## src/rtl/muldiv_sequencer.sv

```systemverilog
// ============================================================================
// Module   : muldiv_sequencer
// Purpose  : Iterative multiply/divide engine for the pipelined MIPS core.
//            Runs a one-bit-per-cycle shift-add multiply or restoring divide,
//            owns the HI/LO register pair and raises the pipeline stall while
//            the shared arithmetic resource is busy.
// Config   : `define MULDIV_SIGNED_EN for two's-complement mult/div (adds a
//            sign-fix cycle); default build is unsigned multu/divu.
// Ports    : clk, reset (sync, active-high)
//            multE, divE         - start requests from Execute (mult wins)
//            srcaE, srcbE        - multiplicand/dividend, multiplier/divisor
//            readhiloD           - Decode holds mfhi/mflo
//            hi, lo              - HI/LO result registers
//            busy, stall         - operation in progress / pipeline freeze
//            done, divzero       - one-cycle result pulse / divisor-was-zero
// Revision : 1.0 - initial release
// ============================================================================
`default_nettype none

module muldiv_sequencer #(
    parameter int WIDTH = 32
) (
    input  logic             clk,
    input  logic             reset,
    input  logic             multE,
    input  logic             divE,
    input  logic [WIDTH-1:0] srcaE,
    input  logic [WIDTH-1:0] srcbE,
    input  logic             readhiloD,
    output logic [WIDTH-1:0] hi,
    output logic [WIDTH-1:0] lo,
    output logic             busy,
    output logic             stall,
    output logic             done,
    output logic             divzero
);

    localparam int                 c_CNT_W = (WIDTH > 1) ? $clog2(WIDTH) : 1;
    localparam logic [c_CNT_W-1:0] c_LAST  = c_CNT_W'(WIDTH - 1);

    localparam logic [1:0] c_IDLE = 2'd0;
    localparam logic [1:0] c_RUN  = 2'd1;
`ifdef MULDIV_SIGNED_EN
    localparam logic [1:0] c_FIX  = 2'd2;
`endif

    logic [1:0]         r_state;
    logic [c_CNT_W-1:0] r_count;
    logic               r_isDiv;
    logic               r_divByZero;
    logic [WIDTH-1:0]   r_operand;   // multiplicand or divisor (magnitude)
    logic [WIDTH-1:0]   r_dividend;  // raw dividend, returned as HI on /0
    logic [2*WIDTH-1:0] r_acc;       // product or remainder:quotient pair
    logic [WIDTH-1:0]   r_hi;
    logic [WIDTH-1:0]   r_lo;
    logic               r_done;
    logic               r_dzPulse;
`ifdef MULDIV_SIGNED_EN
    logic               r_negRes;
    logic               r_negRem;
`endif

    // Operand values latched at start: magnitudes in the signed build.
    logic [WIDTH-1:0] w_opA;
    logic [WIDTH-1:0] w_opB;
`ifdef MULDIV_SIGNED_EN
    assign w_opA = srcaE[WIDTH-1] ? -srcaE : srcaE;
    assign w_opB = srcbE[WIDTH-1] ? -srcbE : srcbE;
`else
    assign w_opA = srcaE;
    assign w_opB = srcbE;
`endif

    // Multiply step: the upper-half add carries one bit out, which becomes
    // the MSB after the right shift.
    logic [WIDTH:0]     w_mulUpper;
    logic [2*WIDTH-1:0] w_mulNext;
    assign w_mulUpper = r_acc[0] ? ({1'b0, r_acc[2*WIDTH-1:WIDTH]} + {1'b0, r_operand})
                                 : {1'b0, r_acc[2*WIDTH-1:WIDTH]};
    assign w_mulNext  = {w_mulUpper, r_acc[WIDTH-1:1]};

    // Divide step: the shifted remainder needs WIDTH+1 bits because it can
    // reach 2*divisor-1. When the trial subtract succeeds the difference is
    // below the divisor, so its low WIDTH bits are exact.
    logic [WIDTH:0]     w_remShift;
    logic               w_fits;
    logic [WIDTH-1:0]   w_remDiff;
    logic [WIDTH-1:0]   w_remNext;
    logic [2*WIDTH-1:0] w_divNext;
    assign w_remShift = r_acc[2*WIDTH-1:WIDTH-1];
    assign w_fits     = (w_remShift >= {1'b0, r_operand});
    assign w_remDiff  = w_remShift[WIDTH-1:0] - r_operand;
    assign w_remNext  = w_fits ? w_remDiff : w_remShift[WIDTH-1:0];
    assign w_divNext  = {w_remNext, r_acc[WIDTH-2:0], w_fits};

    logic [2*WIDTH-1:0] w_stepNext;
    assign w_stepNext = r_isDiv ? w_divNext : w_mulNext;

    always_ff @(posedge clk) begin
        if (reset) begin
            r_state     <= c_IDLE;
            r_count     <= '0;
            r_isDiv     <= 1'b0;
            r_divByZero <= 1'b0;
            r_operand   <= '0;
            r_dividend  <= '0;
            r_acc       <= '0;
            r_hi        <= '0;
            r_lo        <= '0;
            r_done      <= 1'b0;
            r_dzPulse   <= 1'b0;
`ifdef MULDIV_SIGNED_EN
            r_negRes    <= 1'b0;
            r_negRem    <= 1'b0;
`endif
        end else begin
            r_done    <= 1'b0;
            r_dzPulse <= 1'b0;
            case (r_state)
                c_IDLE: begin
                    if (multE || divE) begin
                        r_count    <= '0;
                        r_dividend <= srcaE;
                        r_state    <= c_RUN;
`ifdef MULDIV_SIGNED_EN
                        r_negRes   <= srcaE[WIDTH-1] ^ srcbE[WIDTH-1];
                        r_negRem   <= srcaE[WIDTH-1];
`endif
                        if (multE) begin
                            r_isDiv     <= 1'b0;
                            r_divByZero <= 1'b0;
                            r_operand   <= w_opA;
                            r_acc       <= {{WIDTH{1'b0}}, w_opB};
                        end else begin
                            r_isDiv     <= 1'b1;
                            r_divByZero <= (srcbE == '0);
                            r_operand   <= w_opB;
                            r_acc       <= {{WIDTH{1'b0}}, w_opA};
                        end
                    end
                end
                c_RUN: begin
                    r_acc   <= w_stepNext;
                    r_count <= r_count + 1'b1;
                    if (r_count == c_LAST) begin
                        r_count <= '0;
`ifdef MULDIV_SIGNED_EN
                        r_state <= c_FIX;
`else
                        r_hi      <= r_divByZero ? r_dividend : w_stepNext[2*WIDTH-1:WIDTH];
                        r_lo      <= r_divByZero ? {WIDTH{1'b1}} : w_stepNext[WIDTH-1:0];
                        r_done    <= 1'b1;
                        r_dzPulse <= r_divByZero;
                        r_state   <= c_IDLE;
`endif
                    end
                end
`ifdef MULDIV_SIGNED_EN
                c_FIX: begin
                    if (r_divByZero) begin
                        r_hi <= r_dividend;
                        r_lo <= {WIDTH{1'b1}};
                    end else if (!r_isDiv) begin
                        {r_hi, r_lo} <= r_negRes ? -r_acc : r_acc;
                    end else begin
                        r_lo <= r_negRes ? -r_acc[WIDTH-1:0] : r_acc[WIDTH-1:0];
                        r_hi <= r_negRem ? -r_acc[2*WIDTH-1:WIDTH] : r_acc[2*WIDTH-1:WIDTH];
                    end
                    r_done    <= 1'b1;
                    r_dzPulse <= r_divByZero;
                    r_state   <= c_IDLE;
                end
`endif
                default: r_state <= c_IDLE;
            endcase
        end
    end

    assign hi      = r_hi;
    assign lo      = r_lo;
    assign busy    = (r_state != c_IDLE);
    assign stall   = busy & (multE | divE | readhiloD);
    assign done    = r_done;
    assign divzero = r_dzPulse;

endmodule

`default_nettype wire

```

## config.mk

```make
export PLATFORM = sky130hd
export DESIGN_NAME = muldiv_sequencer
export DESIGN_NICKNAME = d
export VERILOG_FILES = /design/src/rtl/muldiv_sequencer.sv
export SDC_FILE = /design/constraint.sdc
export NUM_CORES = 1
export LEC_CHECK = 0
export CAP_MARGIN = 40
export CORE_MARGIN = 2
export CORE_UTILIZATION = 39
export CTS_CLUSTER_DIAMETER = 200
export DETAILED_ROUTE_END_ITERATION = 6
export GPL_ROUTABILITY_DRIVEN = 0
export PLACE_DENSITY = 0.65
export SLEW_MARGIN = 20
export SYNTH_ARGS = -nofsm -noshare
export SYNTH_HDL_FRONTEND = slang
export SYNTH_SLANG_ARGS = --single-unit
```

## constraint.sdc

```tcl
create_clock -name clk -period 3.1 [get_ports clk]
set_clock_uncertainty 0.15 [all_clocks]
set_input_delay 0.62 -clock clk [delete_from_list [all_inputs] [get_ports clk]]
set_output_delay 0.62 -clock clk [all_outputs]
set_load 0.05 [all_outputs]
```

# After elaboration in Yosys (flattened, before gate mapping)
# Index checks and enable logic that the tools add are counted.
[word_totals]
regBits = 203
in_bits = 69
word_cells = 53
out_inout_bits = 68
[op_classes]
order_cmp = 1
eq_ne = 4
n_mux = 18
reduce_logical = 11
bitwise_logic = 5
addsub = 3
[ops]
columns = ["op", "n"]
rows = [
  ["$mux W32", 5],
  ["$mux W64", 2],
  ["$pmux W64 S2", 1],
  ["$add A32 B32 Y33", 1],
  ["$ge A33 B32 Y1", 1],
  ["$mux W33", 1],
  ["$logic_not A32 Y1", 1],
  ["$sub A32 B32 Y32", 1],
  ["$mux W5", 2],
  ["$pmux W5 S2", 1],
  ["$reduce_and A2 Y1", 4],
  ["$add A5 B1 Y5 const B", 1],
  ["$eq A5 B5 Y1 const B", 1],
  ["$mux W2", 2],
  ["$ne A2 B2 Y1 const B", 2],
  ["$pmux W2 S2", 1],
  ["$reduce_bool A2 Y1", 2],
  ["$mux W1", 3],
  ["$reduce_or A3 Y1", 1],
  ["$eq A2 B1 Y1 const B", 1],
  ["$logic_not A2 Y1", 1],
  ["$not A1 Y1", 2],
  ["$or A1 B1 Y1", 2],
  ["$reduce_or A2 Y1", 1],
  ["2 further kinds", 2],
]

# Longest topological paths before layout
[depth]
depth_word = 4
depth_mapped = 15
ltp_nobuf = 14

# Least setup slack after synthesis
# Ideal clock, no wire load.
[synth_path]
kind = "reg2reg"
start = "register r_acc[32]"
end = "register r_acc[59]"
stages_incl_launch_ff = 14
synth_period_minus_slack_ns = 3.176
setup_time_ns = 0.117
n_path_buf = 0
slack_ns = -0.076
t_arrival_ns = 2.908
t_required_ns = 2.833
path_cell_list = "dfxtp_1 > ha_1 > inv_1 > fa_1 > nor2b_1 > o2111ai_1 > a31oi_1 > o21ai_1 > a211oi_2 > o31a_1 > a31oi_1 > mux2i_1 > or3_1 > a32o_1"
[synth_between]
elab_chain_len = 4
word_cells_on_any_way = 7
cone_classes = "add/sub (2); order compare (1); mux (4)"
[synth_rtl]
columns = ["item", "line", "source"]
rows = [
  ["start, declared", "53", "logic [2*WIDTH-1:0] r_acc;"],
  ["start signal, assigned", "133", "r_acc <= {{WIDTH{1'b0}}, w_opB};"],
  ["start signal, assigned", "138", "r_acc <= {{WIDTH{1'b0}}, w_opA};"],
  ["start signal, assigned", "143", "r_acc <= w_stepNext;"],
  ["$add A32 B32 Y33 (tied with other cells)", "78", "assign w_mulUpper = r_acc[0] ? ({1'b0, r_acc[2*WIDTH-1:WIDTH]} + {1'b0, r_operand})"],
  ["$mux W33 or $mux W32 (tied branches)", "78, 93", ""],
  ["$mux W64 *", "97", "assign w_stepNext = r_isDiv ? w_divNext : w_mulNext;"],
  ["$pmux W64 S2 *", "119", "case (r_state)"],
]
# Mark *: on every way between the ends. The rest lies on a longest branch, timed or not.
# A chain may end at the register's enable or synchronous reset.

# Worst setup path in the final report
[layout_path]
start = "register r_operand[1]"
end = "register r_hi[30] (netlist: hi[30])"
[layout_between]
elab_chain_len = 4
word_cells_on_any_way = 7
cone_classes = "add/sub (2); order compare (1); mux (4)"
[layout_rtl]
columns = ["item", "line", "source"]
rows = [
  ["start, declared", "51", "logic [WIDTH-1:0] r_operand;"],
  ["start signal, assigned", "132", "r_operand <= w_opA;"],
  ["start signal, assigned", "137", "r_operand <= w_opB;"],
  ["$add A32 B32 Y33 (tied with other cells)", "78", ""],
  ["$mux W33 or $mux W32 (tied branches)", "78, 93", ""],
  ["$mux W64 *", "97", ""],
  ["$mux W32 *", "150", "r_hi <= r_divByZero ? r_dividend : w_stepNext[2*WIDTH-1:WIDTH];"],
  ["end signal, assigned", "150", ""],
  ["end, declared", "54", "logic [WIDTH-1:0] r_hi;"],
]
# Marked as above.

==> impl_metrics.tcl <==
set metrics [dict create \
    report.final.slew_viol_count 0 \
    grt.total_usage 0.259 \
    worst_path_dominant_cell_family "compound AO/OA/AOI/OAI gates" \
    slew_headroom 0.502 \
    overflow 0 \
    rsz0062_at_grt "yes" \
    crit_chain "inv_6, buf_4, fa_2, a21o_1, a221oi_2, nor3_2, o31ai_2, a2bb2oi_2, a41o_1, or3_4, a21oi_4, or3_1, a21oi_1" \
    htree_levels 1 \
    cp_slowest_cell "fa_2" \
    leakage_nw 7.42 \
    max_freq_mhz 307 \
    synth_flop_cell "dfxtp_1" \
    netlist_area_sq_mm 0.0130 \
    first_global_vias 13147 \
    postSynthAreaPerCell_sq_um 7.77 \
    start_kind "flop" \
    setup_violations 36 \
    crit_fanout 3 \
    ir_drop_mv 0.419 \
    synth_top_area_frac 0.312 \
    clock_sink_count 202 \
    crit_required_ns 3.34 \
    async_flop_share 0 \
    syn_nets 1805 \
    drc 0 \
    rrSetupSlack_ns -0.16 \
    dieArea_sq_mm 0.0347 \
    fin_nets 2087 \
    avgViaCountPerCell 5.84 \
    core.rowCount 66 \
    violations "setup timing" \
    dp_hpwl_um 34700 \
    yosysTopAreaCell "dfxtp_1" \
    clk-insertion-delay-late_ns 0.52 \
    area_growth_pct 40.2 \
    ios 137 \
    ant_nets 0 \
    ys_seq_area_frac 0.312 \
    final_cell_mix "222 x nor2_1, 222 x buf_4, 180 x dfxtp_1, 175 x a21oi_1, 160 x nand2_1" \
    grt_max_degree 92 \
    tightest_slew_ns 0.745 \
    synth_edf_count 0 \
    min_path_type "reg -> reg" \
    final_layout_size_suffix_gt1_frac 0.246 \
    cp-end-kind "flop" \
    holdBufCountCts 0 \
    cpPeakStageDelay_ns 0.40 \
    vias 14053 \
    rr_worst_depth 13 \
    cp.arrival_ns 3.50 \
    cts_buffer_depth 3 \
    drt-total-wl_um 48500 \
    fin_tns_setup_ns -1.79 \
    core_sq_mm 0.0326 \
    stdcell_count 2408 \
    r2r_start "r_operand[1]" \
    place.port_buffers 136 \
    cts_root_buf "clkbuf_16" \
    status "finished, violations left" \
    synthesis.yosys.warnings 0 \
    initial_utilization 0.398 \
    fp.dieH_um 186 \
    place_inst 2345 \
    die_x_um 186 \
    crit_buf_inv 2 \
    setup_ws_ns -0.158 \
    drt_iter0_drc 1426 \
    yosysUniqueCellTypes 78 \
    finalHoldViolCount 0 \
    yosys-top-cells-area "dfxtp_1 31%, a21oi_1 7.6%, mux2i_1 6.9%" \
    cts.clk_slew.worst_paths_ns 0.06 \
    powerDensity_mw_per_mm2 442 \
    synth-seq-cells 202 \
    worst_r2r_endpoint "hi[30]" \
    first_pass_iters 6 \
    path_class "reg -> reg" \
    drv_cap 0 \
    cts_tree "yes" \
    holdPathEnd "r_dividend[29]" \
    numCtsBuffers 22 \
    grt_pass1_wl_um 73000 \
    finalCritPeriodShare 1.05 \
    antenna_found_initial 1 \
    hold_start "r_dividend[29]" \
    whs_path_depth 2 \
    fin_crit_ns 3.26 \
    syn_inst 1668 \
    wl_per_cell_um 20.1 \
]
==> tightest hold or removal path: stages, from the launching register on <==
cell,delay [ns]
dfxtp_1,0.31
nand2_1,0.05
a21oi_1,0.05
==> worst max-delay path by stage <==
stage	slack, ns	end	start	cells past startpoint
global placement	-0.26	hi[30]	r_acc[31]	14
floorplan	0.01	r_acc[59]	r_acc[32]	13
CTS	-0.11	hi[23]	r_acc[32]	14
global route	-0.23	hi[12]	r_operand[1]	13
finish	-0.16	hi[30]	r_operand[1]	13
detailed placement	-0.32	hi[30]	r_operand[0]	13
==> power by group <==
part / switching [mW] / leakage, nW / total (mW) / internal [mW]
combinational: 1.33 / 5.40 / 2.43 / 1.10
sequential: 0.119 / 1.66 / 2.83 / 2.71
clock: 1.11 / 0.365 / 2.76 / 1.65
total: 2.56 / 7.42 / 8.03 / 5.46
==> layout make-up <==
type / count / area, sq um
multi-input cells: 1299 / 9270
flip-flops and latches: 202 / 4090
clock buffers: 29 / 618
clock inverters: 10 / 130
fillers: 2879 / 14400
repair buffers: 374 / 3320
inverters: 51 / 196
well taps: 442 / 553
diodes: 1 / 2.50
==> what timing repair did <==
| item | in CTS | in global routing |
|---|---|---|
| cloned | 2 | 0 |
| setup endpoints to repair | 61 | 65 |
| pin swaps | 58 | 79 |
| resized for setup | 101 | 122 |
| endpoints found under the hold margin | 0 | 0 |
| buffers inserted | 10 | 18 |
==> per-layer routing <==
layer,track usage,share of wire
met5,0,0
met4,0.0849,0.028
met3,0.0423,0.090
met2,0.399,0.44
met1,0.366,0.44
==> synthesized netlist by cell type, types with 12 or more instances <==
cell and count:
nor3_1 19, a211oi_1 56, dfxtp_1 202, buf_1 18
o22ai_1 38, a31oi_1 19, nor2b_1 22, o21ai_0 63
nor4_1 12, ha_1 66, a22oi_1 14, nand3_1 24
nand2_1 167, xor2_1 21, nor2_1 226, a21o_1 24
mux2_2 31, nand4_1 16, mux2i_1 90, o21bai_1 17
inv_1 50, a21oi_1 197, xnor2_1 31, clkbuf_1 92
==> state kept, by name, summed over array words and instances (netlist names) <==
register     cells
r_isDiv          1
r_acc           64
r_count          5
r_operand       32
lo              32
done             1
r_divByZero      1
r_dividend      32
hi              32
r_state          1
divzero          1
==> through the flow <==
step | area (sq um) | setup WS [ns] | hold slack (ns) | utilization | total power [mW]
after detailed placement | 16100 | -0.317 | 0.299 | 0.495 | 4.91
after global routing | 18200 | -0.232 | 0.307 | 0.557 | 8.34
final | 18200 | -0.158 | 0.309 | 0.557 | 8.03
after CTS | 17400 | -0.110 | 0.304 | 0.535 | 7.80
after global placement | 16100 | -0.260 | 0.292 | 0.495 | 4.89
after floorplan | 13000 | 0.0137 | 0.282 | - | 4.06
==> cell families after synthesis <==
kind of cell | after synthesis | synth area share
buf+inv | 167 | 0.0507
simple gates | 526 | 0.175
flops | 202 | 0.312
fa+ha+maj | 68 | 0.0668
xor+xnor | 52 | 0.0351
compound gates | 531 | 0.263
mux | 122 | 0.0973
(Power assumes the default switching activity.)
